`src/rtl/mem_arbiter.sv`:
```
// Arbitrates a single memory request/response port between the IFU and the LSU.
// Optional ARB_RR_EN: round-robin tie-break instead of fixed LSU priority.
module mem_arbiter #(
    parameter int ADDR_W = 32,
    parameter int DATA_W = 32
) (
    input  logic                clock,
    input  logic                reset,
    input  logic                ifu_req_valid_i,
    output logic                ifu_req_ready_o,
    input  logic [ADDR_W-1:0]   ifu_addr_i,
    output logic                ifu_resp_valid_o,
    input  logic                ifu_resp_ready_i,
    output logic [DATA_W-1:0]   ifu_rdata_o,
    input  logic                lsu_req_valid_i,
    output logic                lsu_req_ready_o,
    input  logic [ADDR_W-1:0]   lsu_addr_i,
    input  logic                lsu_wen_i,
    input  logic [DATA_W-1:0]   lsu_wdata_i,
    input  logic [DATA_W/8-1:0] lsu_wstrb_i,
    output logic                lsu_resp_valid_o,
    input  logic                lsu_resp_ready_i,
    output logic [DATA_W-1:0]   lsu_rdata_o,
    output logic                mem_req_valid_o,
    input  logic                mem_req_ready_i,
    output logic [ADDR_W-1:0]   mem_addr_o,
    output logic                mem_wen_o,
    output logic [DATA_W-1:0]   mem_wdata_o,
    output logic [DATA_W/8-1:0] mem_wstrb_o,
    input  logic                mem_resp_valid_i,
    output logic                mem_resp_ready_o,
    input  logic [DATA_W-1:0]   mem_rdata_i
);

    typedef enum logic [2:0] {
        S_IDLE,
        S_IFU_REQ,
        S_IFU_RESP,
        S_LSU_REQ,
        S_LSU_RESP
    } state_t;

    state_t state_q, state_d;
    logic   pick_lsu;

    assign ifu_rdata_o = mem_rdata_i;
    assign lsu_rdata_o = mem_rdata_i;

`ifdef ARB_RR_EN
    // 1 = LSU owned the last completed transaction; reset value makes the first tie go to the IFU.
    logic last_lsu_q, last_lsu_d;

    assign pick_lsu = lsu_req_valid_i && !(ifu_req_valid_i && last_lsu_q);

    always_ff @(posedge clock) begin
        if (reset) last_lsu_q <= 1'b1;
        else       last_lsu_q <= last_lsu_d;
    end
`else
    assign pick_lsu = lsu_req_valid_i;
`endif

    always_ff @(posedge clock) begin
        if (reset) state_q <= S_IDLE;
        else       state_q <= state_d;
    end

    always_comb begin
        state_d          = state_q;
        ifu_req_ready_o  = 1'b0;
        ifu_resp_valid_o = 1'b0;
        lsu_req_ready_o  = 1'b0;
        lsu_resp_valid_o = 1'b0;
        mem_req_valid_o  = 1'b0;
        mem_resp_ready_o = 1'b0;
        mem_addr_o       = '0;
        mem_wen_o        = 1'b0;
        mem_wdata_o      = '0;
        mem_wstrb_o      = '0;
`ifdef ARB_RR_EN
        last_lsu_d       = last_lsu_q;
`endif
        case (state_q)
            S_IDLE: begin
                if (ifu_req_valid_i || lsu_req_valid_i)
                    state_d = pick_lsu ? S_LSU_REQ : S_IFU_REQ;
            end
            S_IFU_REQ: begin
                mem_req_valid_o = ifu_req_valid_i;
                ifu_req_ready_o = mem_req_ready_i;
                mem_addr_o      = ifu_addr_i;
                if (ifu_req_valid_i && mem_req_ready_i) state_d = S_IFU_RESP;
            end
            S_IFU_RESP: begin
                ifu_resp_valid_o = mem_resp_valid_i;
                mem_resp_ready_o = ifu_resp_ready_i;
                if (mem_resp_valid_i && ifu_resp_ready_i) begin
                    state_d = S_IDLE;
`ifdef ARB_RR_EN
                    last_lsu_d = 1'b0;
`endif
                end
            end
            S_LSU_REQ: begin
                mem_req_valid_o = lsu_req_valid_i;
                lsu_req_ready_o = mem_req_ready_i;
                mem_addr_o      = lsu_addr_i;
                mem_wen_o       = lsu_wen_i;
                mem_wdata_o     = lsu_wdata_i;
                mem_wstrb_o     = lsu_wstrb_i;
                if (lsu_req_valid_i && mem_req_ready_i) state_d = S_LSU_RESP;
            end
            S_LSU_RESP: begin
                lsu_resp_valid_o = mem_resp_valid_i;
                mem_resp_ready_o = lsu_resp_ready_i;
                if (mem_resp_valid_i && lsu_resp_ready_i) begin
                    state_d = S_IDLE;
`ifdef ARB_RR_EN
                    last_lsu_d = 1'b1;
`endif
                end
            end
            default: state_d = S_IDLE;
        endcase
    end

endmodule

```
`config.mk`:
```
export PLATFORM = sky130hd
export DESIGN_NAME = mem_arbiter
export DESIGN_NICKNAME = d
export VERILOG_FILES = /design/src/rtl/mem_arbiter.sv
export SDC_FILE = /design/constraint.sdc
export NUM_CORES = 1
export LEC_CHECK = 0
export CORE_AREA = 2 2 107 109
export DETAILED_ROUTE_END_ITERATION = 8
export DIE_AREA = 0 0 109 111
export PLACE_DENSITY_LB_ADDON = 0.3
export REMOVE_ABC_BUFFERS = 1
export SLEW_MARGIN = 25
export SYNTH_ARGS = -nofsm -noshare
export SYNTH_HDL_FRONTEND = slang
export SYNTH_SLANG_ARGS = --single-unit
```
`constraint.sdc`:
```
create_clock -name clock -period 3.5 [get_ports clock]
set_input_delay 0.7 -clock clock [delete_from_list [all_inputs] [get_ports clock]]
set_output_delay 0.7 -clock clock [all_outputs]
set_load 0.01 [all_outputs]
```
==> results of run 1 <==
==> cells in the mapped netlist <==
master,number,area [sq um]
sky130_fd_sc_hd__and4bb_2,1,12.51
sky130_fd_sc_hd__buf_4,65,488.0
sky130_fd_sc_hd__buf_2,3,15.01
sky130_fd_sc_hd__a22o_1,33,289.0
sky130_fd_sc_hd__a21bo_1,1,10.01
sky130_fd_sc_hd__a21oi_1,2,10.01
sky130_fd_sc_hd__nor3_2,1,10.01
sky130_fd_sc_hd__nor2b_1,1,6.260
sky130_fd_sc_hd__nor3b_1,1,7.510
sky130_fd_sc_hd__and4b_1,1,10.01
sky130_fd_sc_hd__and2b_1,1,7.510
sky130_fd_sc_hd__a211oi_1,1,7.510
sky130_fd_sc_hd__nand3b_1,1,7.510
sky130_fd_sc_hd__and3b_1,2,17.52
sky130_fd_sc_hd__a311oi_1,1,8.760
sky130_fd_sc_hd__nor3_1,1,5.000
sky130_fd_sc_hd__nor3b_4,1,18.77
sky130_fd_sc_hd__nand2_1,4,15.01
sky130_fd_sc_hd__dfxtp_1,3,60.06
sky130_fd_sc_hd__and2_1,39,244.0
sky130_fd_sc_hd__o21ai_1,1,5.000
sky130_fd_sc_hd__a211o_1,1,8.760
sky130_fd_sc_hd__clkbuf_1,3,11.26
sky130_fd_sc_hd__buf_6,6,67.56
sky130_fd_sc_hd__nand3_1,1,5.000
==> power groups by stage <==
stage | clock network, uW | registers, uW | logic, uW
after detailed placement | 0 | 55.7 | 587
after global placement | 0 | 55.8 | 585
after global routing | 189 | 57.1 | 624
final | 180 | 55.9 | 581
after floorplan | 0 | 51.0 | 207
after CTS | 184 | 55.4 | 591
==> per-layer routing <==
layer  global-route usage (%)  vias up  wire (microns)
met3                    16.99        8            2491
met2                    22.61      189            4058
li1                         -      765               -
met1                    15.12      745            3269
met5                    11.61        -             146
met4                    1.709        4              29
==> path summary, 6_finish.rpt <==
| kind | to | depth (start not counted) | start | slack [ns] |
|---|---|---|---|---|
| setup / recovery | mem_wdata_o[31] | 4 | state_q[1] | 0.63 |
| hold / removal | state_q[2] | 3 | state_q[2] | 0.72 |
| setup reg to reg | state_q[2] | 4 | state_q[1] | 2.07 |
| hold reg to reg | state_q[2] | 3 | state_q[2] | 0.72 |
==> area by class of cell <==
type | count | area (sq um)
fill | 1218 | 8190
clock buffer | 4 | 78.83
timing repair buffer | 187 | 1862
tap | 143 | 178.9
multi-input combinational | 95 | 706.9
sequential | 3 | 60.06
==> critical path, cell delays in order, from the launching register on <==
cell and delay [ns]:
sky130_fd_sc_hd__dfxtp_1 0.52, sky130_fd_sc_hd__and3b_2 0.26, sky130_fd_sc_hd__buf_4 0.32, sky130_fd_sc_hd__and2_1 0.18
sky130_fd_sc_hd__clkdlybuf4s50_1 0.63
==> through the flow <==
stage          power [uW]  hold WS (ns)  cell area (sq um)  instances  utilization, %
3_5_place_dp        643.1        0.7115               2808        428           25.35
4_1_cts             830.2        0.7202               2887        432           26.06
5_1_grt             870.6        0.7344               2887        432           26.06
2_1_floorplan       257.7        0.6206              765.7         98               -
6_report            817.0        0.7188               2887        432           26.06
3_3_place_gp        640.4        0.7122               2808        428           25.35
==> cell families (layout without fill, tap and decap cells) <==
| group | Yosys count | after routing | synth area share (%) |
|---|---|---|---|
| AND/OR/NAND/NOR | 55 | 55 | 27.21 |
| buffers and inverters | 77 | 191 | 43.17 |
| flip-flops | 3 | 3 | 4.457 |
| AO/OA/AOI/OAI | 40 | 40 | 25.16 |
==> results.txt, run 1 <==
- The number of global-route vias before repair was 1829.
* Total of warnings raised by yosys: 0
- Arrival time worst endpoint: 2.17 ns
* Cell Rows: 39
- Drt via density: 3.961
- The longest clock path from root to sink contains 2 buffers.
- The analysis attributes to cell leakage a power of 0.001070 uW.
- Result of the run: finished clean
- STA classifies the critical path endpoint as an output port.
- Number of slew-limit violations in the final report: 0
- Summed over all nets, the half-perimeter wirelength after detailed placement is 8616 microns.
- For the final database, setup skew stands at 0.00007308 ns.
* Die height: 111 microns
- Die outline width: 109 microns
- Endpoint required time on the critical path: 2.80 ns
- Effective utilization at floorplan: 12.17%
- Flops & latches, synth: 3
- Number of antenna violations at the first check in global routing: 0
- Post-Syn Instances: 175
- Internal power: 555.8 uW
- Detail Route Antenna Nets: 0
* Mean instance size in the synthesized netlist: 7.700 sq um
- Power share of the sequential group: 6.8%
- Latest clock arrival within the worst-skew pair: 0.22 ns
* Post-layout worst setup margin: 0.6307 ns
- TritonCTS built the clock tree.
* Largest registers: state_q (3)
- # diodes: 0
- Class of the worst hold path: reg -> reg
* Worst Tran Pin Value: 0.3601 ns
- CTS H-tree lvls: 1
- Max-cap violations in this run came to 0.
- Total wire length: 9995 microns
- Derived from the worst setup path, the maximum achievable clock frequency is 348.5 MHz.
- Drt initial violations: 85
- Global-route usage over all layers: 15.70%
- In the final layout, the share of cells above drive strength 1 is 3.806%.
- Final setup violation count: 0
- Standard cell core area: 11080 sq um
* Clk pin slew, worst setup/hold paths: 0.03 ns
- Measured against its own limit, the worst slew margin works out to 75.96%.
* Clock buffer count from CTS: 3
- The first global-routing pass estimated 13250 microns of wire.
- Routability-driven placement finished with a final weighted congestion of 0.7212.
- Input/output buffers: 183
- The first TritonRoute pass finished after 4 iterations.
- In this run, distinct cell masters in the synthesized netlist total 25.
* Clk sinks: 3
* Register name with the most flops: state_q
* Area added between synthesis and finish: 114.2%
* Power density cells: 283.1 nW/um^2
- CTS root buffer: sky130_fd_sc_hd__clkbuf_16
* Final routed DRC violation total: 0
* Largest net degree at the start of global routing: 38
- Summing over every cut layer, the via total after detailed routing is 1711.
* Net switching power: 261.2 uW
- Type of element launching the critical path: flop
- At the end of the flow, the number of nets in the layout was 431.
- The die covers 12100 sq um.
- Comb power frac: 71.1%
* Synthesized cell area: 1348 sq um
- Count of instances resized after the clock tree is built: 0
- The critical path is of the reg -> out type.
- Routed length per placed instance: 23.14 microns
- Sw frac: 31.97%
- Peak supply drop: 0.1955 mV
- Summed over all layers, the global routing overflow is 0.
- Leaving out fill and tap cells, the most frequent cells in the layout are sky130_fd_sc_hd__clkdlybuf4s50_1, sky130_fd_sc_hd__and2_1, sky130_fd_sc_hd__a22o_1.
- In this run the worst path has a maximum fanout of 37.
- Post-CTS setup buffer count: 0
- Pin placement for this block handled 280 I/O pins.
- Fraction of the yosys area taken by sequential cells: 4.457%
* Unrepaired setup endpoints after global routing: false
- Post-cts hold buffer count: 0
- Final critical-path required period: 2.869 ns
- Timing analysis after detailed placement gives a worst setup slack of 0.8436 ns.
- Hold Fails Final Rpt: 0
* Share of the cycle needed by the critical path after routing: 81.98%
- Leaving out fill and tap cells, the most frequent cell in the layout is sky130_fd_sc_hd__clkdlybuf4s50_1.
- Final TNS setup: 0 ns
- The register with the most flip-flops in the layout has 3 of them.
* Clock power share: 22.1%
Power figures use the tool's default switching activity.
==> inputs of run 2 (changes only) <==
- clock period: 3.5 -> 2.8 ns (I/O delays scaled with it)
==> run 2 against run 1 <==
  * Non-clock buffer count down 1
  * Power up 25%
  * Largest cell class unchanged
  * Hold slack worse by 0.025 ns
  * Cell area up 0.17%
  * Critical endpoint is now mem_addr_o[16]
  * Worst setup slack worse by 0.49 ns
  * Register-to-register slack worse by 0.64 ns
==> results.txt, run 2 (synthesis results as in run 1) <==
* Critical register-to-register path endpoint: state_q[2]
* Input/output buffers: 183 (unchanged)
* Commonest cells after routing, fill and taps aside: sky130_fd_sc_hd__clkdlybuf4s50_1, sky130_fd_sc_hd__and2_1, sky130_fd_sc_hd__a22o_1
* Final TNS setup: 0 ns (unchanged)
- Crit. End Element: output port
- Unrepaired setup endpoints after global routing: false
- In this run the critical register-to-register path is launched from state_q[0].
- DP Wirelength: 8549 microns (-0.77%)
- The count of final setup violators was 0 (unchanged).
* Count of cells along the worst register-to-register path: 4 (unchanged)
- Clock tree synthesis selected as its root buffer the cell sky130_fd_sc_hd__clkbuf_16.
- The utilization of the core after routing is 26.10% (+0.045 points).
- Chain of cells forming the critical path: and3b_2 > buf_12 > a22o_1 > clkdlybuf4s50_1
* Clock tree from TritonCTS: built
- Critical Setup Path Class: reg -> out
* Relative slew slack: 75.19% (-0.78 points)
- The clock transition at the registers of the reported paths was 0.03 ns (about the same).
- Number of vias after detailed routing: 1729 (+1.1%)
- Post-CTS setup buffer count: 0 (unchanged)
- The number of diodes added for antenna fixing is 0 (unchanged).
- Biggest fanout along the worst timing path: 72 (+95%)
- Latest clock arrival within the worst-skew pair: 0.22 ns (about the same)
- Detail Route Antenna Nets: 0 (unchanged)
* Placed instance count: 427 (-0.23%)
* Reg2reg setup slack: 1.43 ns (-0.64 ns)
- Arrival time worst endpoint: 2.10 ns (-0.07 ns)
* Number of antenna violations at the first check in global routing: 0 (unchanged)
* Number of fillers in the final layout: 1203 (-1.2%)
- The standby leakage power came to 0.001067 uW (-0.22%).
- The tightest min-delay check is of the reg -> reg type.
- Crit path launch: state_q[0]
* Number of slew-limit violations in the final report: 0 (unchanged)
- Final critical-path required period: 2.656 ns
- CP Capture Point: mem_addr_o[16]
- The number of resized instances in the post-cts repair step is 0 (unchanged).
- Area added between synthesis and finish: 114.6%
- Result of the run: finished clean
* Cell count along the critical path: 4 (unchanged)
- Proportion of layout cells with a drive suffix above 1: 3.472% (-0.33 points)
- Clk sinks: 3 (unchanged)
* Post-cts hold buffer count: 0 (unchanged)
- The global placement routability congestion came to 0.7409 (+2.7%).
- Number of maximum-capacitance violations: 0 (unchanged)
* Drt initial violations: 69 (-19%)
- Ranked by flip-flop count, first place goes to state_q.
* Die height: 111 microns (unchanged)
- The number of buffers and inverters on the critical path was 2 (unchanged).
* Die outline width: 109 microns (unchanged)
* Power density cells: 354.0 nW/um^2 (+25%)
- The wire length after detailed routing is 9953 microns (-0.42%).
* Standard cell core area: 11080 sq um (unchanged)
- Post-layout nets: 430 (-0.23%)
- Number of search-and-repair iterations in the first detailed-routing pass: 4 (unchanged)
- Type of element launching the critical path: flop
* First-pass GRT wire length: 12850 microns (-3.0%)
* Clock buffer count from CTS: 3 (unchanged)
- The highest ir drop seen on vdd came to 0.3960 mV (+100%).
- Endpoint required time on the critical path: 2.24 ns (-0.56 ns)
* CTS H-tree lvls: 1 (unchanged)
- The total DRC errors in the routed layout is 0 (unchanged).
* Clock tree skew after final layout: 0.0002678 ns (+0.0001947 ns)
- Largest net degree at the start of global routing: 73 (+92%)
* Die area: 12100 sq um (unchanged)
- The library cell used most frequently in the layout, excluding fill and tap cells, is sky130_fd_sc_hd__clkdlybuf4s50_1.
- Share of the cycle needed by the critical path after routing: 94.87%
- Number of global-route vias before repair: 1674 (-8.5%)
- The maximum buffer depth of the clock tree is 2 (unchanged).
* Cell Rows: 39 (unchanged)
* Longest individual stage delay on the worst path: 0.54 ns (-0.09 ns)
- The overall routing resource usage came to 15.11% (-0.59 points).
- Boundary pin count: 280 (unchanged)
* Routed length per placed instance: 23.09 microns (-0.19%)
- Largest registers: state_q (3)
- Broken down by cell family, the worst path's largest delay share belongs to buffers and inverters.
- On the critical path, the stage with the largest delay is an instance of sky130_fd_sc_hd__clkdlybuf4s50_1.
* Highest attainable clock frequency: 376.4 MHz
* Worst Tran Pin Value: 0.3717 ns (+0.01163 ns)
* Max reg flops: 3 (unchanged)
* Overflow left after global routing: 0 (unchanged)
- Post-Layout Cell Count: 431 (-0.23%)
* Hold Fails Final Rpt: 0 (unchanged)
- The effective utilization at floorplan was 12.17% (unchanged).
- Drt via density: 4.012 (+1.3%)
-- run 2: per-layer routing --
metal	vias to the layer above	global-route usage, %	routed length [microns]	share of wire [%]
met5	-	6.250	68	0.68
met4	2	1.026	28	0.28
met3	8	13.05	2014	20
met2	187	21.57	4024	40
met1	768	17.37	3817	38
li1	764	-	-	-
-- run 2: layout make-up --
class / count / area [sq um] / area share (%)
clock buffer: 4 / 78.83 / 2.726
multi-input combinational: 95 / 706.9 / 24.45
timing repair buffer: 186 / 1867 / 64.56
tap: 143 / 178.9 / 6.188
sequential: 3 / 60.06 / 2.077
-- run 2: stage by stage --
step | cell area [sq um] | hold WS [ns] | power [uW] | setup slack, ns
floorplan | 765.7 | 0.6206 | 322.1 | 0.3317
global placement | 2813 | 0.6894 | 806.7 | 0.3886
detailed placement | 2813 | 0.6918 | 803.9 | 0.3700
CTS | 2892 | 0.6940 | 1037 | 0.1352
global route | 2892 | 0.7300 | 1079 | 0.06900
finish | 2892 | 0.6940 | 1024 | 0.1436
-- run 2: worst min path at each step --
stage / start / endpoint / slack [ns] / depth (start not counted)
floorplan: state_q[1] / state_q[1] / 0.62 / 2
global placement: state_q[2] / state_q[2] / 0.69 / 3
detailed placement: state_q[2] / state_q[2] / 0.69 / 3
CTS: state_q[2] / state_q[2] / 0.69 / 3
global route: state_q[2] / state_q[2] / 0.73 / 3
finish: state_q[2] / state_q[2] / 0.69 / 3
-- run 2: tightest hold or removal path, stage by stage (launching register included) --
cell,delay (ns)
sky130_fd_sc_hd__dfxtp_1,0.37
sky130_fd_sc_hd__nor3b_1,0.16
sky130_fd_sc_hd__nand2_1,0.06
sky130_fd_sc_hd__a21oi_1,0.05
-- run 2: power by group --
group	internal (uW)	switching, uW
clock	188	38.2
combinational	460	267
sequential	50.3	20.1
total	698	326
